## src/rtl/incdec_sequencer_pkg.sv

```systemverilog
// Shared definitions for the INC/DEC microcode sequencer: modes, one-hot
// register maps, ALU control fields and opcode match masks.
package incdec_sequencer_pkg;

  typedef enum logic [1:0] {
    MODE_R8,
    MODE_HL,
    MODE_R16
  } mode_e;

  // Read8/Write8 one-hot map
  localparam logic [7:0] R8_OH_B = 8'b1000_0000;
  localparam logic [7:0] R8_OH_C = 8'b0100_0000;
  localparam logic [7:0] R8_OH_D = 8'b0010_0000;
  localparam logic [7:0] R8_OH_E = 8'b0001_0000;
  localparam logic [7:0] R8_OH_H = 8'b0000_1000;
  localparam logic [7:0] R8_OH_L = 8'b0000_0100;
  localparam logic [7:0] R8_OH_Z = 8'b0000_0010;
  localparam logic [7:0] R8_OH_A = 8'b0000_0001;

  // Read16 one-hot map
  localparam logic [5:0] R16_OH_PC = 6'b00_0001;
  localparam logic [5:0] R16_OH_SP = 6'b00_0010;
  localparam logic [5:0] R16_OH_WZ = 6'b00_0100;
  localparam logic [5:0] R16_OH_HL = 6'b00_1000;
  localparam logic [5:0] R16_OH_DE = 6'b01_0000;
  localparam logic [5:0] R16_OH_BC = 6'b10_0000;

  localparam logic [6:0] ALU_EN  = 7'b100_0000;
  localparam logic [6:0] ALU_SUB = 7'b000_0100;
  localparam logic [6:0] ALU_ONE = 7'b000_0010;

  localparam logic [1:0] IDU_INC = 2'b01;
  localparam logic [1:0] IDU_DEC = 2'b10;

  localparam logic [7:0] OPC_HL_MASK   = 8'hFE;
  localparam logic [7:0] OPC_HL_MATCH  = 8'h34;
  localparam logic [7:0] OPC_R8_MASK   = 8'hC6;
  localparam logic [7:0] OPC_R8_MATCH  = 8'h04;
  localparam logic [7:0] OPC_R16_MASK  = 8'hC7;
  localparam logic [7:0] OPC_R16_MATCH = 8'h03;

endpackage

```

## src/rtl/incdec_sequencer_if.sv

```systemverilog
// Handshake and datapath-control bundle of the INC/DEC sequencer.
interface incdec_sequencer_if;
  logic       i_Step_Enable;
  logic       i_Start;
  logic [7:0] i_Opcode;
  logic       o_Busy;
  logic       o_Done;
  logic       o_Illegal;
  logic       o_IR_Fetch;
  logic [7:0] o_Read8;
  logic [7:0] o_Write8;
  logic [5:0] o_Read16;
  logic [1:0] o_ReadALU8;
  logic [1:0] o_WriteALU8;
  logic [1:0] o_IDU_Control;
  logic       o_Move_Reg;
  logic       o_Bus_In;
  logic       o_Bus_Out;
  logic       o_Address_Out;
  logic [6:0] o_ALU_Control;

  modport master (
    output i_Step_Enable, i_Start, i_Opcode,
    input  o_Busy, o_Done, o_Illegal, o_IR_Fetch, o_Read8, o_Write8, o_Read16,
           o_ReadALU8, o_WriteALU8, o_IDU_Control, o_Move_Reg, o_Bus_In,
           o_Bus_Out, o_Address_Out, o_ALU_Control
  );

  modport slave (
    input  i_Step_Enable, i_Start, i_Opcode,
    output o_Busy, o_Done, o_Illegal, o_IR_Fetch, o_Read8, o_Write8, o_Read16,
           o_ReadALU8, o_WriteALU8, o_IDU_Control, o_Move_Reg, o_Bus_In,
           o_Bus_Out, o_Address_Out, o_ALU_Control
  );
endinterface

```

## src/rtl/incdec_opcode_decode.sv

```systemverilog
// Combinational INC/DEC opcode classifier: legality, mode, operand select, direction.
module incdec_opcode_decode
  import incdec_sequencer_pkg::*;
(
  input  logic [7:0] opcode,
  output logic       legal,
  output mode_e      mode,
  output logic [7:0] reg_oh,
  output logic [5:0] pair_oh,
  output logic       dir
);

  // 0x34/0x35 also match the R8 mask, so the HL form is tested first
  always_comb begin
    legal   = 1'b0;
    mode    = MODE_R8;
    reg_oh  = '0;
    pair_oh = '0;
    dir     = 1'b0;
    if ((opcode & OPC_HL_MASK) == OPC_HL_MATCH) begin
      legal = 1'b1;
      mode  = MODE_HL;
      dir   = opcode[0];
    end else if ((opcode & OPC_R8_MASK) == OPC_R8_MATCH) begin
      legal = 1'b1;
      mode  = MODE_R8;
      dir   = opcode[0];
      case (opcode[5:3])
        3'd0:    reg_oh = R8_OH_B;
        3'd1:    reg_oh = R8_OH_C;
        3'd2:    reg_oh = R8_OH_D;
        3'd3:    reg_oh = R8_OH_E;
        3'd4:    reg_oh = R8_OH_H;
        3'd5:    reg_oh = R8_OH_L;
        3'd7:    reg_oh = R8_OH_A;
        default: reg_oh = '0;
      endcase
    end else if ((opcode & OPC_R16_MASK) == OPC_R16_MATCH) begin
      legal = 1'b1;
      mode  = MODE_R16;
      dir   = opcode[3];
      case (opcode[5:4])
        2'd0:    pair_oh = R16_OH_BC;
        2'd1:    pair_oh = R16_OH_DE;
        2'd2:    pair_oh = R16_OH_HL;
        default: pair_oh = R16_OH_SP;
      endcase
    end
  end

endmodule

```

## src/rtl/incdec_sequencer.sv

```systemverilog
// Self-timed INC/DEC microcode engine: owns T-step and M-cycle counters and
// drives the datapath control bundle for R8, (HL) and R16 forms.
module incdec_sequencer
  import incdec_sequencer_pkg::*;
#(
  parameter int unsigned STEPS_PER_MCYCLE = 4,
  parameter int unsigned ADDR_STEP        = 1,
  parameter int unsigned ALU_STEP         = 2
) (
  input logic                i_Clk,
  input logic                i_Reset,
  incdec_sequencer_if.slave  bus
);

  localparam int unsigned     STEP_W = $clog2(STEPS_PER_MCYCLE);
  localparam logic [STEP_W-1:0] LAST_T = STEP_W'(STEPS_PER_MCYCLE - 1);
  localparam logic [STEP_W-1:0] ADDR_T = STEP_W'(ADDR_STEP);
  localparam logic [STEP_W-1:0] ALU_T  = STEP_W'(ALU_STEP);

  typedef enum logic {ST_IDLE, ST_RUN} state_e;

  state_e            state_q, state_d;
  mode_e             mode_q, mode_d;
  logic [7:0]        reg_q, reg_d;
  logic [5:0]        pair_q, pair_d;
  logic              dir_q, dir_d;
  logic [STEP_W-1:0] step_q, step_d;
  logic [1:0]        mcyc_q, mcyc_d;
  logic              illegal_q, illegal_d;

  logic       dec_legal, dec_dir;
  mode_e      dec_mode;
  logic [7:0] dec_reg;
  logic [5:0] dec_pair;

  logic       act, fin, accept;
  logic [1:0] last_mcyc;

  incdec_opcode_decode u_decode (
    .opcode  (bus.i_Opcode),
    .legal   (dec_legal),
    .mode    (dec_mode),
    .reg_oh  (dec_reg),
    .pair_oh (dec_pair),
    .dir     (dec_dir)
  );

  always_comb begin
    case (mode_q)
      MODE_R16: last_mcyc = 2'd1;
      MODE_HL:  last_mcyc = 2'd2;
      default:  last_mcyc = 2'd0;
    endcase
    act    = (state_q == ST_RUN) && bus.i_Step_Enable && !i_Reset;
    fin    = act && (mcyc_q == last_mcyc) && (step_q == LAST_T);
    accept = bus.i_Start && ((state_q == ST_IDLE) || fin);
  end

  always_comb begin
    state_d   = state_q;
    mode_d    = mode_q;
    reg_d     = reg_q;
    pair_d    = pair_q;
    dir_d     = dir_q;
    step_d    = step_q;
    mcyc_d    = mcyc_q;
    illegal_d = 1'b0;
    if (accept) begin
      step_d = '0;
      mcyc_d = '0;
      if (dec_legal) begin
        state_d = ST_RUN;
        mode_d  = dec_mode;
        reg_d   = dec_reg;
        pair_d  = dec_pair;
        dir_d   = dec_dir;
      end else begin
        state_d   = ST_IDLE;
        illegal_d = 1'b1;
      end
    end else if (fin) begin
      state_d = ST_IDLE;
      step_d  = '0;
      mcyc_d  = '0;
    end else if (act) begin
      if (step_q == LAST_T) begin
        step_d = '0;
        mcyc_d = mcyc_q + 2'd1;
      end else begin
        step_d = step_q + STEP_W'(1);
      end
    end
  end

  always_ff @(posedge i_Clk) begin
    if (i_Reset) begin
      state_q   <= ST_IDLE;
      mode_q    <= MODE_R8;
      reg_q     <= '0;
      pair_q    <= '0;
      dir_q     <= 1'b0;
      step_q    <= '0;
      mcyc_q    <= '0;
      illegal_q <= 1'b0;
    end else begin
      state_q   <= state_d;
      mode_q    <= mode_d;
      reg_q     <= reg_d;
      pair_q    <= pair_d;
      dir_q     <= dir_d;
      step_q    <= step_d;
      mcyc_q    <= mcyc_d;
      illegal_q <= illegal_d;
    end
  end

  // Strobes are decoded from the registered step and qualified by act,
  // so a stall or a reset cycle never leaks a strobe.
  always_comb begin
    bus.o_Busy        = (state_q == ST_RUN) && !i_Reset;
    bus.o_Illegal     = illegal_q && !i_Reset;
    bus.o_Done        = fin;
    bus.o_IR_Fetch    = fin;
    bus.o_Read8       = '0;
    bus.o_Write8      = '0;
    bus.o_Read16      = '0;
    bus.o_ReadALU8    = '0;
    bus.o_WriteALU8   = '0;
    bus.o_IDU_Control = '0;
    bus.o_Move_Reg    = 1'b0;
    bus.o_Bus_In      = 1'b0;
    bus.o_Bus_Out     = 1'b0;
    bus.o_Address_Out = 1'b0;
    bus.o_ALU_Control = '0;
    if (act) begin
      case (mode_q)
        MODE_R8: begin
          if (step_q == ALU_T) begin
            bus.o_Read8       = reg_q;
            bus.o_Write8      = reg_q;
            bus.o_ALU_Control = ALU_EN | ALU_ONE | (dir_q ? ALU_SUB : 7'h00);
          end
        end
        MODE_R16: begin
          if (mcyc_q == 2'd0 && step_q == ALU_T) begin
            bus.o_Read16      = pair_q;
            bus.o_IDU_Control = dir_q ? IDU_DEC : IDU_INC;
          end
        end
        default: begin
          if ((mcyc_q == 2'd0 || mcyc_q == 2'd2) && step_q == ADDR_T) begin
            bus.o_Read16      = R16_OH_HL;
            bus.o_Address_Out = 1'b1;
          end
          if (mcyc_q == 2'd0 && step_q == LAST_T) begin
            bus.o_Bus_In = 1'b1;
            bus.o_Write8 = R8_OH_Z;
          end
          if (mcyc_q == 2'd1 && step_q == ALU_T) begin
            bus.o_Read8       = R8_OH_Z;
            bus.o_Write8      = R8_OH_Z;
            bus.o_ALU_Control = ALU_EN | ALU_ONE | (dir_q ? ALU_SUB : 7'h00);
          end
          if (mcyc_q == 2'd2 && step_q == LAST_T) begin
            bus.o_Bus_Out  = 1'b1;
            bus.o_Read8    = R8_OH_Z;
            bus.o_Move_Reg = 1'b1;
          end
        end
      endcase
    end
  end

endmodule

```

## src/flat_wrapper.sv

```systemverilog
// flat-port wrapper written by rule: the top's interface ports become plain ports
module incdec_sequencer_flat import incdec_sequencer_pkg::*;
#(
  parameter int unsigned STEPS_PER_MCYCLE = 4,
  parameter int unsigned ADDR_STEP        = 1,
  parameter int unsigned ALU_STEP         = 2
)
  (i_Clk, i_Reset, bus_i_Step_Enable, bus_i_Start, bus_i_Opcode, bus_o_Busy, bus_o_Done, bus_o_Illegal, bus_o_IR_Fetch, bus_o_Read8, bus_o_Write8, bus_o_Read16, bus_o_ReadALU8, bus_o_WriteALU8, bus_o_IDU_Control, bus_o_Move_Reg, bus_o_Bus_In, bus_o_Bus_Out, bus_o_Address_Out, bus_o_ALU_Control);
  incdec_sequencer_if bus_i ();
  input logic i_Clk;
  input logic i_Reset;
  input wire logic [$bits(bus_i.i_Step_Enable)-1:0] bus_i_Step_Enable;
  input wire logic [$bits(bus_i.i_Start)-1:0] bus_i_Start;
  input wire logic [$bits(bus_i.i_Opcode)-1:0] bus_i_Opcode;
  output wire logic [$bits(bus_i.o_Busy)-1:0] bus_o_Busy;
  output wire logic [$bits(bus_i.o_Done)-1:0] bus_o_Done;
  output wire logic [$bits(bus_i.o_Illegal)-1:0] bus_o_Illegal;
  output wire logic [$bits(bus_i.o_IR_Fetch)-1:0] bus_o_IR_Fetch;
  output wire logic [$bits(bus_i.o_Read8)-1:0] bus_o_Read8;
  output wire logic [$bits(bus_i.o_Write8)-1:0] bus_o_Write8;
  output wire logic [$bits(bus_i.o_Read16)-1:0] bus_o_Read16;
  output wire logic [$bits(bus_i.o_ReadALU8)-1:0] bus_o_ReadALU8;
  output wire logic [$bits(bus_i.o_WriteALU8)-1:0] bus_o_WriteALU8;
  output wire logic [$bits(bus_i.o_IDU_Control)-1:0] bus_o_IDU_Control;
  output wire logic [$bits(bus_i.o_Move_Reg)-1:0] bus_o_Move_Reg;
  output wire logic [$bits(bus_i.o_Bus_In)-1:0] bus_o_Bus_In;
  output wire logic [$bits(bus_i.o_Bus_Out)-1:0] bus_o_Bus_Out;
  output wire logic [$bits(bus_i.o_Address_Out)-1:0] bus_o_Address_Out;
  output wire logic [$bits(bus_i.o_ALU_Control)-1:0] bus_o_ALU_Control;
  assign bus_i.i_Step_Enable = bus_i_Step_Enable;
  assign bus_i.i_Start = bus_i_Start;
  assign bus_i.i_Opcode = bus_i_Opcode;
  assign bus_o_Busy = bus_i.o_Busy;
  assign bus_o_Done = bus_i.o_Done;
  assign bus_o_Illegal = bus_i.o_Illegal;
  assign bus_o_IR_Fetch = bus_i.o_IR_Fetch;
  assign bus_o_Read8 = bus_i.o_Read8;
  assign bus_o_Write8 = bus_i.o_Write8;
  assign bus_o_Read16 = bus_i.o_Read16;
  assign bus_o_ReadALU8 = bus_i.o_ReadALU8;
  assign bus_o_WriteALU8 = bus_i.o_WriteALU8;
  assign bus_o_IDU_Control = bus_i.o_IDU_Control;
  assign bus_o_Move_Reg = bus_i.o_Move_Reg;
  assign bus_o_Bus_In = bus_i.o_Bus_In;
  assign bus_o_Bus_Out = bus_i.o_Bus_Out;
  assign bus_o_Address_Out = bus_i.o_Address_Out;
  assign bus_o_ALU_Control = bus_i.o_ALU_Control;
  incdec_sequencer #(.STEPS_PER_MCYCLE(STEPS_PER_MCYCLE), .ADDR_STEP(ADDR_STEP), .ALU_STEP(ALU_STEP)) u_core (.i_Clk(i_Clk), .i_Reset(i_Reset), .bus(bus_i));
endmodule
```

## config.mk

```make
export PLATFORM = sky130hd
export DESIGN_NAME = incdec_sequencer_flat
export DESIGN_NICKNAME = d
export VERILOG_FILES = /design/src/rtl/incdec_sequencer_pkg.sv /design/src/rtl/incdec_sequencer_if.sv /design/src/rtl/incdec_opcode_decode.sv /design/src/rtl/incdec_sequencer.sv /design/src/flat_wrapper.sv
export SDC_FILE = /design/constraint.sdc
export NUM_CORES = 1
export LEC_CHECK = 0
export ABC_AREA = 1
export BUFFER_PORTS_ARGS = -buffer_cell sky130_fd_sc_hd__buf_2
export CAP_MARGIN = 20
export CORE_ASPECT_RATIO = 0.5
export CORE_MARGIN = 2
export CORE_UTILIZATION = 38
export CTS_BUF_LIST = sky130_fd_sc_hd__clkbuf_4
export DETAILED_ROUTE_END_ITERATION = 12
export PLACE_DENSITY = 0.61
export SKIP_LAST_GASP = 1
export SLEW_MARGIN = 0
export SYNTH_ARGS = -nofsm -noshare
export SYNTH_HDL_FRONTEND = slang
export SYNTH_HIERARCHICAL = 1
export SYNTH_SLANG_ARGS = --single-unit
```

## constraint.sdc

```tcl
create_clock -name i_Clk -period 2.7 [get_ports i_Clk]
set_input_delay 0.27 -clock i_Clk [delete_from_list [all_inputs] [get_ports i_Clk]]
set_output_delay 0.27 -clock i_Clk [all_outputs]
set_load 0.05 [all_outputs]
```

## Yosys cells after proc, flatten, opt, wreduce, memory -nomap -nowiden

Index checks and enable logic that the tools add are counted.

- Output and inout bits: 43
- Flip-flop bits (word level): 23
- Bits of input ports: 12
- Word-level logic and storage cells: 109

- Add/sub/neg operators: 2
- Bitwise logic cells: 2
- Muxes and demuxes: 53
- Reduce and logical (&&, ||, !) cells: 25
- Eq/ne operators: 19

Operator list:

| cell | count |
|---|---|
| $pmux W8 S7 | 1 |
| $mux W8 | 5 |
| $pmux W8 S2 | 2 |
| $mux W6 | 5 |
| $mux W2 | 12 |
| $mux W7 | 3 |
| $mux W1 | 19 |
| $pmux W6 S3 | 1 |
| $pmux W7 S2 | 1 |
| $logic_and A1 B1 Y1 | 12 |
| $pmux W6 S2 | 1 |
| $eq A2 B2 Y1 const B | 5 |
| $eq A3 B3 Y1 const B | 3 |
| $eq A2 B1 Y1 const B | 4 |
| $eq A7 B5 Y1 const B | 1 |
| $eq A3 B2 Y1 const B | 2 |
| $logic_not A2 Y1 | 3 |
| $eq A5 B2 Y1 const B | 1 |
| $add A2 B1 Y2 const B | 2 |
| $eq A4 B2 Y1 const B | 1 |
| $mux W4 | 1 |
| $pmux W2 S2 | 1 |
| $reduce_and A2 Y1 | 2 |
| $reduce_or A2 Y1 | 2 |
| other kinds (9) | 11 |

## Longest topological paths before layout

Gate-level depths: netlist of run 1.

- Depth in word-level cells: 9
- Mapped depth: 12
- Mapped depth without buffers: 11

## Modules after synthesis

The synthesis of run 1 kept the hierarchy.

By module, submodules not included:

| module | area an instance (µm²) | sequential area each (µm²) | cells each | instances |
|---|---|---|---|---|
| incdec_sequencer | 1,600.3 | 460.4 | 256 | 1 |
| incdec_opcode_decode | 234.0 | 0.0 | 44 | 1 |

## Worst setup path before layout of run 1

OpenSTA, ideal clock, no wires.

- Kind: flip-flop to output port
- From: reg u_core.step_q[0]
- To: out bus_o_ALU_Control[6]
- Stages on the path, launching flop included: 8
- Required time: 2,430 ps
- Buffers on the path: 1
- Data arrival time: 2,312 ps
- Setup slack: 118 ps
- Cell sequence: dfxtp_1 inv_1 ha_1 nand2_1 inv_1 nor2_1 nor3_1 buf_4

- Cells in the longest elaborated chain, start to end: 5
- Elaborated cells between the ends (all ways): 6
- Classes of those cells: eq/ne: 1; mux: 4; reduce/logical: 1

Ends and longest elaborated chain:

| element | line | RTL |
|---|---|---|
| from (decl) | incdec_sequencer.sv:27 | `logic [STEP_W-1:0] step_q, step_d;` |
| from (signal assigned) | incdec_sequencer.sv:111 | `step_q <= step_d;` |
| $eq A2 B2 Y1 (*) | incdec_sequencer.sv:138, incdec_sequencer.sv:159 |  |
| $logic_and A1 B1 Y1 | incdec_sequencer.sv:159 | `if (mcyc_q == 2'd1 && step_q == ALU_T) begin` |
| $mux W7 | incdec_sequencer.sv:159 |  |
| $pmux W7 S2 (*) | incdec_sequencer.sv:136 | `case (mode_q)` |
| $mux W7 (*) | incdec_sequencer.sv:135 | `if (act) begin` |
| to (decl) | flat_wrapper.sv:29 | `output wire logic [$bits(bus_i.o_ALU_Control)-1:0] bus_o_ALU_Control;` |

Every way passes the cells marked *; elsewhere a longest branch is shown, timed or not.

## Worst setup path after layout of run 1

- From: reg u_core.mcyc_q[0]
- To: out bus_o_Read16[3]

- Cells in the longest elaborated chain, start to end: 6
- Elaborated cells between the ends (all ways): 9
- Classes of those cells: eq/ne: 1; mux: 4; reduce/logical: 4

Ends and longest elaborated chain:

| element | line | RTL |
|---|---|---|
| from (decl) | incdec_sequencer.sv:28 | `logic [1:0] mcyc_q, mcyc_d;` |
| from (signal assigned) | incdec_sequencer.sv:112 | `mcyc_q <= mcyc_d;` |
| $eq A2 B2 Y1 or $logic_not A2 Y1 (tied branches) | incdec_sequencer.sv:151, incdec_sequencer.sv:145 |  |
| $logic_or A1 B1 Y1 | incdec_sequencer.sv:151 | `if ((mcyc_q == 2'd0 \|\| mcyc_q == 2'd2) && step_q == ADDR_T) begin` |
| $logic_and A1 B1 Y1 | incdec_sequencer.sv:151 |  |
| $mux W4 | incdec_sequencer.sv:151 |  |
| $pmux W6 S2 (*) | incdec_sequencer.sv:136 |  |
| $mux W6 (*) | incdec_sequencer.sv:135 |  |
| to (decl) | flat_wrapper.sv:21 | `output wire logic [$bits(bus_i.o_Read16)-1:0] bus_o_Read16;` |

Marks and branches as above.

==> results of run 1 <==
==> routing by layer <==
| layer | GRT usage | up-vias | share of wire | wire, µm |
|---|---|---|---|---|
| met2 | 0.253 | 47 | 0.40 | 1580 |
| li1 | - | 925 | - | - |
| met4 | 0.0333 | 0 | 0.0069 | 27 |
| met1 | 0.212 | 738 | 0.54 | 2150 |
| met3 | 0.0304 | 2 | 0.047 | 184 |
| met5 | 0 | - | 0 | 0 |
==> cell usage after synthesis <==
cell type / number / area [µm²]
nand3_2: 3 / 30.0
inv_1: 69 / 259
a211oi_1: 2 / 15.0
inv_2: 4 / 15.0
nand4_1: 20 / 125
nand3_4: 2 / 35.0
dfxtp_1: 23 / 460
o22ai_1: 1 / 6.26
nand2_1: 63 / 236
nor4_1: 1 / 6.26
nor2_4: 2 / 22.5
nand3_1: 7 / 35.0
ha_1: 6 / 75.1
buf_1: 5 / 18.8
xor2_1: 1 / 8.76
nor3_1: 9 / 45.0
nand4_2: 1 / 12.5
nand2_2: 1 / 6.26
conb_1: 2 / 7.51
buf_4: 21 / 158
buf_6: 3 / 33.8
or2_2: 1 / 6.26
a21oi_1: 4 / 20.0
nor2_1: 41 / 154
nor2_2: 4 / 25.0
clkbuf_1: 2 / 7.51
o21ai_0: 2 / 10.0
==> state kept, by name, summed over array words and instances, names as in the netlist <==
signal and count:
u_core/reg_q 8, u_core/illegal_q 1, u_core/state_q 1, u_core/pair_q 6, u_core/step_q 2, u_core/dir_q 1, u_core/mcyc_q 2, u_core/mode_q 2
==> report_power, final <==
part	switching [mW]	total, mW	leakage [nW]	internal (mW)
Sequential	0.00403	0.353	0.186	0.349
Clock	0.108	0.164	0.0177	0.0554
Combinational	0.0909	0.120	0.816	0.0292
==> area by class of cell <==
cell class | count | share of cell area
sequential | 23 | 0.230
clock inverter | 1 | 0.00250
multi-input combinational | 182 | 0.458
timing repair buffer | 47 | 0.119
clock buffer | 3 | 0.0113
inverter | 73 | 0.137
tap | 66 | 0.0413
==> logic make-up (layout without fill, tap and decap cells) <==
family	after synthesis	after routing	synth area share
AND/OR/NAND/NOR	155	155	0.403
buffers and inverters	104	124	0.268
flip-flops	23	23	0.251
AO/OA/AOI/OAI	9	9	0.0280
adder cells (fa/ha/maj)	6	6	0.0409
other	2	11	0.00409
XOR/XNOR	1	1	0.00478
==> final timing paths <==
| path | to | depth (start not counted) | start |
|---|---|---|---|
| hold / removal | u_core/illegal_q | 2 | i_Reset |
| setup reg to reg | u_core/reg_q[5] | 9 | u_core/step_q[0] |
| setup / recovery | bus_o_Read16[3] | 5 | u_core/mcyc_q[0] |
| hold reg to reg | u_core/step_q[1] | 2 | u_core/step_q[1] |
==> stage by stage <==
stage,setup slack [ns],power [mW],area (µm²),instances,hold WS (ns)
2_1_floorplan,0.118,0.468,1870,309,0.348
3_3_place_gp,0.583,0.478,1970,391,0.487
3_5_place_dp,0.546,0.479,1970,391,0.497
4_1_cts,0.416,0.643,2000,395,0.157
5_1_grt,0.281,0.678,2000,395,0.151
6_report,0.428,0.637,2000,395,0.164
==> metrics.yaml, run 1 <==
status: "completed"
rows: 17
n_antenna_cell: 0
setup_viol: 0
fp.dieH_um: 53.1
ff_latch_area_um2: 460
synth_cell_types: 27
cp_top_family: "buffers and inverters"
cts_hold_buffers: 0
dpl.hpwl_um: 3050
fillers: 506
io_buffers: 46
crit_chain: "inv_1 > ha_1 > nand4_1 > o22ai_1 > buf_2"
ff2ff_setup_slack_ns: 0.76
slew_headroom: 0.566
multiInputGateArea_um2: 916
syn_area_um2: 1830
p_leak_nw: 1.02
synthToLayoutAreaGrowth_pct: 8.94
arrival_ns: 2.00
core_um2: 4510
die_x_um: 102
top_level_ports: 55
setup_tns_ns: 0
vias_per_cell: 4.33
clkSinkCount: 23
worstPathMaxFanout: 8
slew_viol_final: 0
post_cts_buffers: 0
critPathLaunchType: "flip-flop"
yosysSeqAreaShare: 0.251
drtAntennaViolNets: 0
post_cts_resized: 0
synthCells: 300
rsz0062_at_grt: "no"
cts_tree: "done"
layout_common_cells: "inv_1, nand2_1, buf_2"
dieArea_um2: 5430
nets: 348
grt_max_degree: 21
end_kind: "output pin"
place_congestion: 0.803
clockBufferDepth: 2
drt_iter0_markers: 62
h-tree-depth: 1
route.vias.total: 1712
setup.worst_path.class: "flip-flop to output pin"
min_period_over_period: 0.842
drc: 0
grt_use_total: 0.155
critPathRequiredTime_ns: 2.43
p_per_area_nw_per_um2: 319
synth-seq-cells: 23
grt_pass1_wl_um: 6510
clk_pin_slew_ns: 0.13
start_util: 0.407
crit_path_max_incr_delay_ns: 0.41
clock-root-buffer: "clkbuf_4"
tightest_slew_ns: 0.649
hp-class: "primary input to flip-flop"
avgRoutedWirePerCell_um: 9.97
grt_pass1_vias: 1462
max_freq_mhz: 440
overflow: 0
utilization: 0.443
syn_area_per_cell_um2: 6.11
cap_violations: 0
clock_skew_ns: 0.00569
yosys_warnings: 6
drive_gt1_frac: 0.210
hold_violations: 0
vdd_drop_max_v: 0.000122
drt_wl_total_um: 3940
grt_antenna_before_repair: 0
worst-path-buf-inv: 2
layout_commonest_cell: "inv_1"
period_minus_slack_ns: 2.27
crit_path_top_delay_cell: "nand4_1"
cts_buffers: 3
first_pass_iters: 4
insertion_delay_ns: 0.31
Power figures use the tool's default switching activity.
==> run 2, diff against run 1 <==
--- a/config.mk
+++ b/config.mk
@@ -5,7 +5,7 @@
 export SDC_FILE = /design/constraint.sdc
 export NUM_CORES = 1
 export LEC_CHECK = 0
-export ABC_AREA = 1
+export ABC_AREA = 0
 export BUFFER_PORTS_ARGS = -buffer_cell sky130_fd_sc_hd__buf_2
 export CAP_MARGIN = 20
 export CORE_ASPECT_RATIO = 0.5
@@ -13,7 +13,7 @@
 export CORE_UTILIZATION = 38
 export CTS_BUF_LIST = sky130_fd_sc_hd__clkbuf_4
 export DETAILED_ROUTE_END_ITERATION = 12
-export PLACE_DENSITY = 0.61
+export PLACE_DENSITY = 0.64
 export SKIP_LAST_GASP = 1
 export SLEW_MARGIN = 0
 export SYNTH_ARGS = -nofsm -noshare
==> constraint.sdc (replaced) <==
create_clock -name i_Clk -period 1.9 [get_ports i_Clk]
set_input_delay 0.19 -clock i_Clk [delete_from_list [all_inputs] [get_ports i_Clk]]
set_output_delay 0.19 -clock i_Clk [all_outputs]
set_load 0.05 [all_outputs]
==> run 2 against run 1 <==
Net effect:
- largest cell class unchanged
- synthesized area decreased by 7.8%
- wire length down 8.6%
- cell area up 9.7%
- final cell count fell by 23%
- die area fell by 7.4%
- sequential power is 38% higher
==> metrics.yaml, run 2 <==
crit_top_cell: "buf_4"
routed.top_layer: "met4"
worst-path-buf-inv: 2
p_seq_frac: 0.567
grt_antenna_before_repair: 0
setup_viol: 0
die_x_um: 98.3
grt_pass1_vias: 1250
clock_skew_ns: 0.00270
synth_xor_area_frac: 0.0104
setup_tns_ns: 0
vdd_drop_max_v: 0.000194
synthTopCellsByCount: "nand2b_1, dfxtp_1, buf_4"
critPathLaunchType: "flip-flop"
clockBufferDepth: 2
clkSinkCount: 23
io_buffers: 46
p_per_area_nw_per_um2: 392
synthToLayoutAreaGrowth_pct: 29.7
fp.dieH_um: 51.2
r2r_end: "u_core/reg_q[5]"
layout_common_cells: "nand2b_1, buf_2, buf_4"
worstPathMaxFanout: 6
status: "completed"
grt_pass1_wl_um: 5610
crit_path_max_incr_delay_ns: 0.38
dpl.hpwl_um: 2580
cts_tree: "done"
yosysTopAreaCellShare: 0.272
final_cells: 304
synthFlopType: "dfxtp_1"
drt_iter0_markers: 35
first_pass_iters: 4
pwr-share-clk: 0.283
hp-class: "primary input to flip-flop"
max_flop_register: "u_core/reg_q"
start_util: 0.390
synth-seq-cells: 23
async_flop_share: 0
largest_reg_flops: 8
reg2reg_depth: 6
grt_use_total: 0.138
p_switching_uw: 249
syn_area_um2: 1690
setup.worst_path.class: "flip-flop to output pin"
place_inst: 298
switching_share: 0.290
yosysSeqAreaShare: 0.272
slew_viol_final: 0
cellInternalPower_uw: 609
wl_met3_um: 124
crit_chain: "and3b_2 > buf_4 > nand2_1 > nor2_4 > a21o_1 > buf_4"
drt_wl_total_um: 3600
clock-root-buffer: "clkbuf_4"
grt_max_degree: 40
reg.largest.list: "u_core/reg_q (8), u_core/pair_q (6)"
dieArea_um2: 5030
route.met2.wl_um: 1780
p_leak_nw: 0.893
drive_gt1_frac: 0.377
route.vias.total: 1427
insertion_delay_ns: 0.32
ff2ff_setup_slack_ns: 0.08
end_kind: "output pin"
top_level_ports: 55
place_congestion: 0.778
clk_pin_slew_ns: 0.13
synthCells: 209
synth.area.mux_share: 0.107
crit_cells: 6
p_comb_frac: 0.150
synth_top_family_by_area: "simple AND/OR/NAND/NOR gates"
nets: 266
synthMostInstantiatedCell: "nand2b_1"
synth.area.top_cells: "dfxtp_1, nand2b_1, mux2i_1"
yosys_warnings: 6
synth_cell_types: 34
cts_buffers: 3
synth_simple_gate_area_share: 0.349
drtAntennaViolNets: 0
yosys.area_share.adder: 0.0444
n_antenna_cell: 0
avgRoutedWirePerCell_um: 11.9
r2r_start: "u_core/step_q[1]"
vias_per_cell: 4.69
fillers: 409
period_minus_slack_ns: 1.84
yosys.area.top_type: "dfxtp_1"
wl_met1_um: 1690
critPathRequiredTime_ns: 1.71
min_period_over_period: 0.966
synth-compound-area-share: 0.0681
drc: 0
crit_path_top_delay_cell: "dfxtp_4"
max_freq_mhz: 545
synth_edf_count: 0
hold_violations: 0
endpoint: "bus_o_Read16[3]"
h-tree-depth: 1
cp_top_family: "simple AND/OR/NAND/NOR gates"
overflow: 0
core_um2: 4340
cap_violations: 0
crit_path_start: "u_core/state_q"
arrival_ns: 1.65
rsz0062_at_grt: "yes"
layout_commonest_cell: "nand2b_1"
syn_area_per_cell_um2: 8.09
rows: 17
==> run 2: changes by cell type in the layout (fill, tap and decap cells not counted), sizes merged, moves of 6 or more <==
cell    delta
inv       -67
nand2     -55
nand2b    +38
nor2      -33
nand4     -21
mux2i     +18
and2      +14
nand3     -12
buf        +8
nor3       +6
==> run 2: power by group through the flow <==
stage	Combinational (mW)	Sequential (mW)	Clock [mW]
global route	0.137	0.487	0.271
global placement	0.122	0.498	0
finish	0.128	0.487	0.243
detailed placement	0.123	0.498	0
floorplan	0.109	0.498	0
CTS	0.124	0.488	0.255
==> run 2: final cells by class <==
cell class | instances | area (µm²) | share of cell area
Tap cell | 57 | 71.3 | 0.0325
Clock inverter | 1 | 7.51 | 0.00342
Timing Repair Buffer | 56 | 449 | 0.205
Sequential cell | 23 | 470 | 0.215
Clock buffer | 3 | 22.5 | 0.0103
Inverter | 6 | 22.5 | 0.0103
Multi-Input combinational cell | 158 | 1150 | 0.524
==> run 2: worst min path at each step <==
stage | start | to | slack [ns] | cells past startpoint
finish | bus_i_Start | u_core/illegal_q | 0.13 | 2
global route | bus_i_Start | u_core/illegal_q | 0.11 | 2
CTS | bus_i_Start | u_core/illegal_q | 0.12 | 2
detailed placement | u_core/pair_q[0] | u_core/pair_q[0] | 0.46 | 2
global placement | bus_i_Start | u_core/illegal_q | 0.45 | 2
floorplan | bus_i_Start | u_core/illegal_q | 0.34 | 1
==> run 2: layer usage <==
| layer | vias to the layer above | track usage |
|---|---|---|
| li1 | 739 | - |
| met1 | 656 | 0.175 |
| met2 | 30 | 0.240 |
| met3 | 2 | 0.0328 |
| met4 | 0 | 0.0342 |
| met5 | - | 0 |
==> run 2: logic make-up after synthesis <==
kind of cell,after synthesis
and+or+nand+nor,103
buffers and inverters,37
DFF,23
AOI/OAI and AO/OA,18
muxes,18
adders and majority gates,6
other,2
xor gates and xnor gates,2
==> run 2: stage by stage <==
stage / hold WS [ns] / setup WS (ns) / area [µm²] / util / total power [mW]
3_5_place_dp: 0.460 / 0.0494 / 1930 / 0.445 / 0.621
3_3_place_gp: 0.451 / 0.132 / 1930 / 0.445 / 0.620
5_1_grt: 0.109 / -0.0275 / 2190 / 0.505 / 0.895
2_1_floorplan: 0.336 / -0.274 / 1760 / - / 0.607
6_report: 0.128 / 0.0644 / 2190 / 0.505 / 0.858
4_1_cts: 0.116 / -0.0255 / 2080 / 0.480 / 0.866
==> run 2: repair_timing <==
action	CTS	global route
gates cloned	0	1
endpoints found under the setup margin	24	47
resized for setup	41	24
hold buffers	0	0
pin swaps	1	3
buffers inserted	1	0
